File: config.mk
export PLATFORM = sky130hd
export DESIGN_NAME = gat_input_loader
export DESIGN_NICKNAME = d
export VERILOG_FILES = /design/src/rtl/gat_pkg.sv /design/src/rtl/gat_input_loader_seg_counter.sv /design/src/rtl/gat_input_loader.sv
export SDC_FILE = /design/constraint.sdc
export NUM_CORES = 1
export LEC_CHECK = 0
export ABC_AREA = 1
export BUFFER_PORTS_ARGS = -buffer_cell sky130_fd_sc_hd__buf_2
export CAP_MARGIN = 0
export CELL_PAD_IN_SITES_DETAIL_PLACEMENT = 1
export CELL_PAD_IN_SITES_GLOBAL_PLACEMENT = 1
export CORE_AREA = 2 2 137 139
export CTS_CLUSTER_SIZE = 30
export DETAILED_ROUTE_END_ITERATION = 10
export DIE_AREA = 0 0 139 141
export PLACE_DENSITY_LB_ADDON = 0.15
export SYNTH_ARGS = -nofsm -noshare
export SYNTH_HDL_FRONTEND = slang
export SYNTH_HIERARCHICAL = 1
export SYNTH_SLANG_ARGS = --single-unit
File: constraint.sdc
create_clock -name clk -period 3.59 [get_ports clk]
set_input_delay 0.718 -clock clk [delete_from_list [all_inputs] [get_ports clk]]
set_output_delay 0.718 -clock clk [all_outputs]
set_load 0.05 [all_outputs]
File: src/rtl/gat_pkg.sv
// Shared GAT types and width/depth helpers for the input loader and memory controller.
package gat_pkg;

    // Loader sequencing: H sparse data, then node info, then weights.
    typedef enum logic [2:0] {
        IDLE    = 3'd0,
        LOAD_H  = 3'd1,
        LOAD_NI = 3'd2,
        LOAD_W  = 3'd3,
        DONE    = 3'd4
    } loader_state_e;

    // Ceil-log2 that never returns less than 1 bit.
    function automatic int unsigned clog2_min1(input int unsigned v);
        return (v <= 32'd2) ? 32'd1 : 32'($clog2(v));
    endfunction

    // Bits needed to index an input feature column.
    function automatic int unsigned col_idx_width(input int unsigned num_feature_in);
        return clog2_min1(num_feature_in);
    endfunction

    // Bits needed to hold a row length in 0..NUM_FEATURE_IN.
    function automatic int unsigned row_len_width(input int unsigned num_feature_in);
        return clog2_min1(num_feature_in + 32'd1);
    endfunction

    // Bits needed to hold a subgraph node count.
    function automatic int unsigned num_node_width(input int unsigned max_nodes);
        return clog2_min1(max_nodes);
    endfunction

    // H sparse entry: feature value plus its column index.
    function automatic int unsigned h_data_width(input int unsigned data_width,
                                                 input int unsigned num_feature_in);
        return data_width + col_idx_width(num_feature_in);
    endfunction

    // Node info entry: row length, node id within subgraph, and a flag bit.
    function automatic int unsigned node_info_width(input int unsigned num_feature_in,
                                                    input int unsigned max_nodes);
        return row_len_width(num_feature_in) + num_node_width(max_nodes) + 32'd1;
    endfunction

    // Weight matrix plus two attention vectors.
    function automatic int unsigned weight_depth(input int unsigned num_feature_out,
                                                 input int unsigned num_feature_in);
        return num_feature_out * num_feature_in + 32'd2 * num_feature_out;
    endfunction

    // Address width for a BRAM of the given depth.
    function automatic int unsigned addr_width(input int unsigned depth);
        return clog2_min1(depth);
    endfunction

endpackage

File: src/rtl/gat_input_loader_seg_counter.sv
// Segment word counter with clear, increment and a registered last-word flag.
module loader_seg_counter #(
    parameter int unsigned WIDTH = 8
) (
    input  logic             clk,
    input  logic             rst_n,
    input  logic             clr_i,
    input  logic             inc_i,
    input  logic [WIDTH-1:0] len_i,
    output logic [WIDTH-1:0] cnt_o,
    output logic             last_o
);

    logic [WIDTH-1:0] cnt_q;
    logic [WIDTH-1:0] cnt_d;
    logic             last_q;
    logic             last_d;

    // Next count; len_i is the length of the segment that applies after this edge.
    always_comb begin
        cnt_d  = cnt_q;
        last_d = last_q;
        if (clr_i) begin
            cnt_d  = '0;
            last_d = (len_i == WIDTH'(1));
        end else if (inc_i) begin
            cnt_d  = cnt_q + WIDTH'(1);
            last_d = (cnt_d == (len_i - WIDTH'(1)));
        end
    end

    // Count and last-flag registers.
    always_ff @(posedge clk or negedge rst_n) begin
        if (!rst_n) begin
            cnt_q  <= '0;
            last_q <= 1'b0;
        end else begin
            cnt_q  <= cnt_d;
            last_q <= last_d;
        end
    end

    assign cnt_o  = cnt_q;
    assign last_o = last_q;

endmodule

File: src/rtl/gat_input_loader.sv
// PS-to-PL input loader: streams H data, node info and weights into their BRAMs.
// Optional build macro LOADER_CHECKSUM_EN adds a running 32-bit checksum output.
module gat_input_loader
    import gat_pkg::*;
#(
    parameter int unsigned IN_W              = 32,
    parameter int unsigned DATA_WIDTH        = 8,
    parameter int unsigned H_NUM_SPARSE_DATA = 242101,
    parameter int unsigned TOTAL_NODES       = 13264,
    parameter int unsigned NUM_FEATURE_IN    = 1433,
    parameter int unsigned NUM_FEATURE_OUT   = 16,
    parameter int unsigned MAX_NODES         = 168,
    localparam int unsigned H_DATA_WIDTH     = h_data_width(DATA_WIDTH, NUM_FEATURE_IN),
    localparam int unsigned NODE_INFO_WIDTH  = node_info_width(NUM_FEATURE_IN, MAX_NODES),
    localparam int unsigned WEIGHT_DEPTH     = weight_depth(NUM_FEATURE_OUT, NUM_FEATURE_IN),
    localparam int unsigned H_DATA_ADDR_W    = addr_width(H_NUM_SPARSE_DATA),
    localparam int unsigned NODE_INFO_ADDR_W = addr_width(TOTAL_NODES),
    localparam int unsigned WEIGHT_ADDR_W    = addr_width(WEIGHT_DEPTH)
) (
    input  logic                        clk,
    input  logic                        rst_n,
    input  logic                        start,
    input  logic [IN_W-1:0]             s_data,
    input  logic                        s_valid,
    output logic                        s_ready,
    output logic [H_DATA_WIDTH-1:0]     h_data_bram_din,
    output logic                        h_data_bram_ena,
    output logic                        h_data_bram_wea,
    output logic [H_DATA_ADDR_W-1:0]    h_data_bram_addra,
    output logic                        h_data_bram_load_done,
    output logic [NODE_INFO_WIDTH-1:0]  h_node_info_bram_din,
    output logic                        h_node_info_bram_ena,
    output logic                        h_node_info_bram_wea,
    output logic [NODE_INFO_ADDR_W-1:0] h_node_info_bram_addra,
    output logic                        h_node_info_bram_load_done,
    output logic [DATA_WIDTH-1:0]       wgt_bram_din,
    output logic                        wgt_bram_ena,
    output logic                        wgt_bram_wea,
    output logic [WEIGHT_ADDR_W-1:0]    wgt_bram_addra,
    output logic                        wgt_bram_load_done,
    output logic                        load_done
`ifdef LOADER_CHECKSUM_EN
    ,
    output logic [31:0]                 checksum
`endif
);

    localparam int unsigned MAX_AW_HN = (H_DATA_ADDR_W > NODE_INFO_ADDR_W) ? H_DATA_ADDR_W
                                                                          : NODE_INFO_ADDR_W;
    localparam int unsigned MAX_AW    = (MAX_AW_HN > WEIGHT_ADDR_W) ? MAX_AW_HN : WEIGHT_ADDR_W;
    // One spare bit so a segment length itself is representable.
    localparam int unsigned CNT_W     = MAX_AW + 1;

    localparam logic [CNT_W-1:0] H_LEN  = CNT_W'(H_NUM_SPARSE_DATA);
    localparam logic [CNT_W-1:0] NI_LEN = CNT_W'(TOTAL_NODES);
    localparam logic [CNT_W-1:0] W_LEN  = CNT_W'(WEIGHT_DEPTH);

    loader_state_e    state_q;
    logic [CNT_W-1:0] seg_cnt;
    logic             seg_last;
    logic             h_wr_last_q;
    logic             ni_wr_last_q;
    logic             w_wr_last_q;

    logic             start_acc_c;
    logic             hs_c;
    logic             seg_end_c;
    logic [CNT_W-1:0] cur_len_c;
    logic [CNT_W-1:0] next_len_c;
    logic             unused_c;

    // Handshake, start acceptance and the segment length that applies after this edge.
    always_comb begin
        start_acc_c = start && ((state_q == IDLE) || (state_q == DONE));
        hs_c        = s_valid && s_ready;
        seg_end_c   = hs_c && seg_last;
        cur_len_c   = W_LEN;
        case (state_q)
            LOAD_H:  cur_len_c = H_LEN;
            LOAD_NI: cur_len_c = NI_LEN;
            default: cur_len_c = W_LEN;
        endcase
        next_len_c = cur_len_c;
        if (start_acc_c) begin
            next_len_c = H_LEN;
        end else if (seg_end_c) begin
            if (state_q == LOAD_H) begin
                next_len_c = NI_LEN;
            end else if (state_q == LOAD_NI) begin
                next_len_c = W_LEN;
            end
        end
    end

    // Upper stream bits and the spare counter bit carry no payload.
    assign unused_c = ^{s_data, seg_cnt};

    loader_seg_counter #(
        .WIDTH (CNT_W)
    ) u_seg_cnt (
        .clk    (clk),
        .rst_n  (rst_n),
        .clr_i  (start_acc_c || seg_end_c),
        .inc_i  (hs_c),
        .len_i  (next_len_c),
        .cnt_o  (seg_cnt),
        .last_o (seg_last)
    );

`ifdef LOADER_CHECKSUM_EN
    logic [31:0] csum_add_c;

    // Payload as it lands in the selected BRAM, zero-extended.
    always_comb begin
        csum_add_c = '0;
        case (state_q)
            LOAD_H:  csum_add_c = 32'(s_data[H_DATA_WIDTH-1:0]);
            LOAD_NI: csum_add_c = 32'(s_data[NODE_INFO_WIDTH-1:0]);
            LOAD_W:  csum_add_c = 32'(s_data[DATA_WIDTH-1:0]);
            default: csum_add_c = '0;
        endcase
    end

    // Running modular sum of accepted words.
    always_ff @(posedge clk or negedge rst_n) begin
        if (!rst_n) begin
            checksum <= '0;
        end else if (start_acc_c) begin
            checksum <= '0;
        end else if (hs_c) begin
            checksum <= checksum + csum_add_c;
        end
    end
`endif

    // Loader FSM with registered BRAM write ports and completion flags.
    always_ff @(posedge clk or negedge rst_n) begin
        if (!rst_n) begin
            state_q                    <= IDLE;
            s_ready                    <= 1'b0;
            h_data_bram_din            <= '0;
            h_data_bram_ena            <= 1'b0;
            h_data_bram_wea            <= 1'b0;
            h_data_bram_addra          <= '0;
            h_data_bram_load_done      <= 1'b0;
            h_node_info_bram_din       <= '0;
            h_node_info_bram_ena       <= 1'b0;
            h_node_info_bram_wea       <= 1'b0;
            h_node_info_bram_addra     <= '0;
            h_node_info_bram_load_done <= 1'b0;
            wgt_bram_din               <= '0;
            wgt_bram_ena               <= 1'b0;
            wgt_bram_wea               <= 1'b0;
            wgt_bram_addra             <= '0;
            wgt_bram_load_done         <= 1'b0;
            load_done                  <= 1'b0;
            h_wr_last_q                <= 1'b0;
            ni_wr_last_q               <= 1'b0;
            w_wr_last_q                <= 1'b0;
        end else begin
            h_data_bram_ena      <= 1'b0;
            h_data_bram_wea      <= 1'b0;
            h_node_info_bram_ena <= 1'b0;
            h_node_info_bram_wea <= 1'b0;
            wgt_bram_ena         <= 1'b0;
            wgt_bram_wea         <= 1'b0;
            h_wr_last_q          <= 1'b0;
            ni_wr_last_q         <= 1'b0;
            w_wr_last_q          <= 1'b0;

            // Flags follow the final write of their segment by one cycle.
            if (h_wr_last_q) begin
                h_data_bram_load_done <= 1'b1;
            end
            if (ni_wr_last_q) begin
                h_node_info_bram_load_done <= 1'b1;
            end
            if (w_wr_last_q) begin
                wgt_bram_load_done <= 1'b1;
                load_done          <= 1'b1;
            end

            if (start_acc_c) begin
                state_q                    <= LOAD_H;
                s_ready                    <= 1'b1;
                h_data_bram_load_done      <= 1'b0;
                h_node_info_bram_load_done <= 1'b0;
                wgt_bram_load_done         <= 1'b0;
                load_done                  <= 1'b0;
            end else if (hs_c) begin
                case (state_q)
                    LOAD_H: begin
                        h_data_bram_din   <= s_data[H_DATA_WIDTH-1:0];
                        h_data_bram_ena   <= 1'b1;
                        h_data_bram_wea   <= 1'b1;
                        h_data_bram_addra <= seg_cnt[H_DATA_ADDR_W-1:0];
                        if (seg_last) begin
                            state_q     <= LOAD_NI;
                            h_wr_last_q <= 1'b1;
                        end
                    end
                    LOAD_NI: begin
                        h_node_info_bram_din   <= s_data[NODE_INFO_WIDTH-1:0];
                        h_node_info_bram_ena   <= 1'b1;
                        h_node_info_bram_wea   <= 1'b1;
                        h_node_info_bram_addra <= seg_cnt[NODE_INFO_ADDR_W-1:0];
                        if (seg_last) begin
                            state_q      <= LOAD_W;
                            ni_wr_last_q <= 1'b1;
                        end
                    end
                    LOAD_W: begin
                        wgt_bram_din   <= s_data[DATA_WIDTH-1:0];
                        wgt_bram_ena   <= 1'b1;
                        wgt_bram_wea   <= 1'b1;
                        wgt_bram_addra <= seg_cnt[WEIGHT_ADDR_W-1:0];
                        if (seg_last) begin
                            state_q     <= DONE;
                            s_ready     <= 1'b0;
                            w_wr_last_q <= 1'b1;
                        end
                    end
                    default: begin
                        state_q <= state_q;
                    end
                endcase
            end
        end
    end

endmodule
# Word-level counts from Yosys, hierarchy flattened
# Index checks and enable logic that the tools add are counted.
word_totals:
  out_inout_bits: 105
  reg_bits: 127
  input_bits: 36
  wordCells: 94
op_classes:
  reduce_logical: 19
  n_bitwise: 1
  n_addsub: 2
  n_eq_ne: 9
  n_mux: 44
ops:
  columns: ["cell", "n"]
  rows:
  - ["2-to-1 mux 19 bit", 6]
  - ["one-hot mux 18 bit (2 select lines)", 1]
  - ["2-to-1 mux 1 bit", 31]
  - ["adder 19 x 1 -> 19 bit, second input constant", 1]
  - ["equality test 19 x 1 -> 1 bit, second input constant", 1]
  - ["equality test 19 bit", 1]
  - ["subtractor 19 x 1 -> 19 bit, second input constant", 1]
  - ["2-to-1 mux 3 bit", 5]
  - ["nonzero test 2 bit", 7]
  - ["AND reduction 3 bit", 4]
  - ["inequality test 3 x 2 -> 1 bit, second input constant", 3]
  - ["one-hot mux 3 bit (3 select lines)", 1]
  - ["equality test 3 x 2 -> 1 bit, second input constant", 2]
  - ["AND reduction 5 bit", 1]
  - ["nonzero test 4 bit", 1]
  - ["equality test 3 x 1 -> 1 bit, second input constant", 1]
  - ["equality test 3 bit, second input constant", 1]
  - ["logical AND 1 bit", 3]
  - ["logical NOT 3 bit", 1]
  - ["logical OR 1 bit", 2]
  - ["NOT 1 bit", 1]

# Logic depth before layout (Yosys ltp)
depth:
  depth_word: 10
  ltp_mapped: 18
  ltp_nobuf: 18

# Hierarchy
# Netlist, hierarchy kept.
modules_own_cells:
  columns: ["mod", "seq_area_each_um2", "instances", "cells_per_inst", "area_each_um2"]
  rows:
  - ["gat_input_loader", 2677.6, 1, 411, 4177.8]
  - ["loader_seg_counter", 500.5, 1, 400, 2220.9]

# Worst setup path before layout
# OpenSTA, ideal clock, no wires.
synth_timing:
  path_kind: "input to register"
  start: "input port s_valid"
  end: "register u_seg_cnt.last_q (netlist: u_seg_cnt/last_o)"
  t_arrival_ns: 3.795
  t_required_ns: 3.517
  n_path_buf: 0
  path_slack_ns: -0.278
  setup_time_ns: 0.073
  stages: 18
  path_cell_list: "nand3_1 > inv_1 > o21ai_0 > inv_1 > ha_1 > inv_1 > nand2_1 > nand2_1 > nand2_1 > nand2_1 > nand2_1 > nor2_1 > nand2_1 > nor2_1 > nand3_1 > nor2_1 > nand3_1 > a21oi_2"
synth_via:
  elab_chain_cells: 8
  elab_cells_between_ends: 11
  cone_classes: "add/sub (1); eq/ne (2); mux (4); reduce/logical (4)"
synth_rtl:
  columns: ["item", "line_no", "rtl"]
  rows:
  - ["from (decl)", "gat_input_loader.sv:24", "input logic s_valid,"]
  - ["logical AND 1 bit *", "gat_input_loader.sv:75", "hs_c = s_valid && s_ready;"]
  - ["logical AND 1 bit *", "gat_input_loader.sv:76", "seg_end_c = hs_c && seg_last;"]
  - ["2-to-1 mux 19 bit *", "gat_input_loader.sv:86", "end else if (seg_end_c) begin"]
  - ["2-to-1 mux 19 bit *", "gat_input_loader.sv:84", "if (start_acc_c) begin"]
  - ["net next_len_c[0]", "gat_input_loader.sv:69", "logic [CNT_W-1:0] next_len_c;"]
  - ["subtractor 19 x 1 -> 19 bit", "gat_input_loader_seg_counter.sv:28", "last_d = (cnt_d == (len_i - WIDTH'(1)));"]
  - ["equality test 19 bit", "gat_input_loader_seg_counter.sv:28", null]
  - ["2-to-1 mux 1 bit", "gat_input_loader_seg_counter.sv:26", "end else if (inc_i) begin"]
  - ["2-to-1 mux 1 bit *", "gat_input_loader_seg_counter.sv:23", "if (clr_i) begin"]
  - ["to (signal assigned)", "gat_input_loader_seg_counter.sv:39", "last_q <= last_d;"]
  - ["to (decl)", "gat_input_loader_seg_counter.sv:16", "logic last_q;"]
# The timed path passes the listed nets; every way through them passes the cells marked *. The select of a mux whose other input is x is not followed.
# A chain may end at the register's enable or synchronous reset.

# Final worst setup path
layout_timing:
  start: "register state_q[1]"
  end: "register u_seg_cnt.last_q (netlist: u_seg_cnt/last_o)"
layout_via:
  elab_chain_cells: 10
  elab_cells_between_ends: 18
  cone_classes: "add/sub (1); eq/ne (5); mux (7); reduce/logical (5)"
layout_rtl:
  columns: ["item", "line_no", "rtl"]
  rows:
  - ["from (decl)", "gat_input_loader.sv:58", "loader_state_e state_q;"]
  - ["from (signal assigned)", "gat_input_loader.sv:224", "state_q <= state_q;"]
  - ["equality test 3 x 2 -> 1 bit or equality test 3 x 1 -> 1 bit (tied branches)", "gat_input_loader.sv:78, gat_input_loader.sv:89, gat_input_loader.sv:87", null]
  - ["one-hot mux 18 bit (2 select lines)", "gat_input_loader.sv:78", "case (state_q)"]
  - ["2-to-1 mux 19 bit", "gat_input_loader.sv:89", "end else if (state_q == LOAD_NI) begin"]
  - ["2-to-1 mux 19 bit", "gat_input_loader.sv:87", "if (state_q == LOAD_H) begin"]
  - ["2-to-1 mux 19 bit", "gat_input_loader.sv:86", null]
  - ["2-to-1 mux 19 bit *", "gat_input_loader.sv:84", null]
  - ["net next_len_c[0]", "gat_input_loader.sv:69", null]
  - ["subtractor 19 x 1 -> 19 bit", "gat_input_loader_seg_counter.sv:28", null]
  - ["equality test 19 bit", "gat_input_loader_seg_counter.sv:28", null]
  - ["2-to-1 mux 1 bit", "gat_input_loader_seg_counter.sv:26", null]
  - ["2-to-1 mux 1 bit *", "gat_input_loader_seg_counter.sv:23", null]
# Marked as above.

==> flow_metrics.py <==
metrics = {
    "status": {
        "outcome": "complete, no violations",
    },
    "detailed_routing": {
        "via_per_inst": 4.62,
        "drc": 0,
        "drt_iter0_drc": 217,
        "via_count": 5613,
        "ant_nets": 0,
        "firstDrtPassIters": 4,
        "drt-total-wl_um": 17300,
        "wire_per_inst_um": 14.3,
    },
    "logic_synthesis": {
        "synth-edff-count": 0,
        "synth.top_cells.by_area": "dfrtp_1 50%, nand2_1 16%, inv_1 5.5%",
        "synth_most_common_cell": "nand2_1",
        "synth_commonest_cells": "279 x nand2_1, 127 x dfrtp_1, 94 x inv_1, 68 x nor2_1, 56 x o21ai_0",
        "ys_seq_area_share_pct": 49.7,
        "ys_warn_count": 6,
        "yosysTopAreaCell": "dfrtp_1",
        "ys_ff_latch": 127,
        "async_flop_share_pct": 100,
        "synthCells": 811,
        "avgSynthCellArea_um2": 7.89,
        "synth_cell_types": 38,
        "syn-cell-area_um2": 6400,
        "synth_flop_cell": "dfrtp_1",
        "yosysTopAreaCellShare_pct": 49.7,
    },
    "critical_path": {
        "worstSetupEndpointType": "flip-flop",
        "r2r_cells": 18,
        "cp_data_required_time_ns": 3.94,
        "crit_cells": 18,
        "critical_path.top_delay_family": "simple AND/OR/NAND/NOR gates",
        "worst_ep_arrival_time_ns": 2.85,
        "path_max_fanout": 8,
        "critPathLaunch": "state_q[1]",
        "crit_path_frequent_cell": "nand2_1",
        "critical_path_class": "reg -> reg",
        "r2r_start": "state_q[1]",
        "crit_buf_inv": 2,
        "slowest_delay_ns": 0.47,
        "cp_cell_sequence": "nor2_1 -> nand2_1 -> o21ai_1 -> inv_1 -> ha_1 -> inv_1 -> nand2_1 -> nand2_1 -> nand2_1 -> nand2_1 -> nand2_1 -> nor2_1 -> nand2_1 -> nor2_1 -> nand3_1 -> nor2_1 -> nand3_1 -> a21oi_2",
        "cp_slowest_cell": "dfrtp_1",
        "cp-start-kind": "flip-flop",
    },
    "floorplan": {
        "io_pins": 141,
        "die_area_um2": 19600,
        "die_w_um": 139,
        "placementRows": 50,
        "coreArea_um2": 18300,
        "start_util_pct": 35.0,
        "die_h_um": 141,
    },
    "placement": {
        "io_buffers": 128,
        "dp.cells": 1183,
        "dp_slack_ns": 0.680,
        "placed_cell_area_um2": 7290,
        "dp_hpwl_um": 12700,
        "gp_congestion": 0.767,
    },
    "pwr": {
        "sw_frac_of_total_pct": 48.9,
        "power.total_mw": 7.74,
        "power.share.clock_pct": 24.3,
        "leakage_nw": 4.23,
        "pwr-share-comb_pct": 47.7,
        "powerDensity_nw_per_um2": 976,
        "ir_drop_mv": 0.509,
        "intPower_mw": 3.96,
        "seq_power_share_pct": 28.0,
        "switching_power_mw": 3.79,
    },
    "cells_and_area": {
        "syn_to_final_growth_pct": 24.0,
        "layout-drive-gt1-share_pct": 21.4,
        "nets": 1007,
        "design_area_um2": 7930,
        "antennaDiodeCount": 0,
        "final_util_pct": 43.4,
        "stdcell_count": 1215,
    },
    "clock_tree": {
        "ctsHoldBuffers": 0,
        "cts_buffers": 17,
        "clk_pin_slew_ns": 0.06,
        "h-tree-depth": 4,
        "cts_sinks": 127,
        "cts_tree": "yes",
        "cts_setup_buffers": 0,
        "cts_resized": 0,
        "root_buffer": "clkbuf_16",
        "clockBufferDepth": 2,
        "clock_latency_ns": 0.42,
    },
    "sta": {
        "hold_viol_final": 0,
        "fin_crit_sh_pct": 69.7,
        "worst_hold_slack_ns": 0.371,
        "skew_ns": 0.0118,
        "fin_crit_ns": 2.50,
        "rsz0062_at_grt": "no",
        "drv_slew": 0,
        "finalSetupViolations": 0,
        "setup_ws_ns": 1.09,
        "worst_pin_slew_ns": 0.773,
        "max_slew_margin_pct": 48.5,
        "final.setup.tns_ns": 0,
        "fmax_ghz": 0.400,
    },
    "run": {
        "drv_cap": 0,
    },
    "min_path": {
        "hold_path.class": "in -> async",
    },
    "grt": {
        "grt_pass1_wl_um": 28600,
        "grt-ovfl-total": 0,
        "first_global_vias": 5533,
        "track_usage_pct": 18.2,
        "antenna_found_initial": 0,
        "grt_max_degree": 73,
    },
}
==> worst reg2reg max path, cell delays in order (launching register included) <==
cell and delay [ns]:
dfrtp_1 0.47, nor2_1 0.12, nand2_1 0.17, o21ai_1 0.17, inv_1 0.11, ha_1 0.30
inv_1 0.15, nand2_1 0.06, nand2_1 0.06, nand2_1 0.05, nand2_1 0.06, nand2_1 0.05
nor2_1 0.11, nand2_1 0.06, nor2_1 0.11, nand3_1 0.08, nor2_1 0.09, nand3_1 0.09
a21oi_2 0.11
==> sequential cells by signal (all words and copies together) (netlist names) <==
name and flops:
ni_wr_last_q 1, h_node_info_bram_addra 14, h_node_info_bram_wea 1, h_node_info_bram_din 20, h_data_bram_addra 18, w_wr_last_q 1
u_seg_cnt/last_o 1, h_data_bram_din 19, h_node_info_bram_load_done 1, wgt_bram_wea 1, load_done 1, h_wr_last_q 1
wgt_bram_addra 15, s_ready 1, u_seg_cnt/cnt_o 19, h_data_bram_wea 1, h_data_bram_load_done 1, wgt_bram_din 8
state_q 3
==> power groups by stage <==
stage | combinational [mW] | clock, mW | sequential [mW]
final | 3.69 | 1.88 | 2.17
after global routing | 4.01 | 1.99 | 2.24
after CTS | 3.73 | 1.92 | 2.18
after detailed placement | 3.71 | 0 | 2.20
after global placement | 3.67 | 0 | 2.17
after floorplan | 1.31 | 0 | 3.71
==> cells in the final DEF (no fill, tap or decap), types with 3 or more instances in the layout <==
master	instances
nand2_1	279
dfrtp_1	127
buf_2	127
inv_1	94
nor2_1	68
o21ai_0	55
nand3_1	37
conb_1	31
o21ai_1	28
o21ai_2	18
clkbuf_16	17
o22ai_1	16
xor2_1	9
nand4_1	7
inv_2	6
buf_4	6
nor2_4	6
bufinv_16	5
clkinv_2	4
clkinv_4	4
nand2_2	4
nand2_4	3
nand3b_1	3
clkinv_1	3
nor2_2	3
ha_1	3
==> kinds of logic after synthesis <==
| kind of cell | share of synthesized area [%] |
|---|---|
| flops | 49.7 |
| compound gates | 11.3 |
| xor+xnor | 1.37 |
| simple gates | 27.6 |
| fa+ha+maj | 0.587 |
| other cells | 0.117 |
| buf+inv | 9.44 |
==> final timing paths <==
check                                            end  slack (ns)
min in group clk           h_node_info_bram_addra[2]        0.48
max reg2reg                         u_seg_cnt/last_o        1.09
min                          h_node_info_bram_din[9]        0.37
min reg2reg                h_node_info_bram_addra[2]        0.48
max in group asynchronous       h_data_bram_addra[2]        2.36
max                                 u_seg_cnt/last_o        1.09
==> metal layers <==
metal | share of wire (%) | GRT usage [%] | vias to the layer above
met5 | 0 | 0 | -
met4 | 1.0 | 4.57 | 0
met3 | 3.6 | 4.04 | 11
met2 | 46 | 29.3 | 100
met1 | 49 | 25.1 | 2663
li1 | - | - | 2839
==> final cells by class <==
cell class / instances / area (µm²)
clock buffers: 18 / 429
clock inverters: 14 / 214
fillers: 2328 / 10300
inverters: 103 / 387
multi-input cells: 585 / 2730
flip-flops and latches: 127 / 3180
well taps: 234 / 293
repair buffers: 134 / 701
Power figures use the tool's default switching activity.
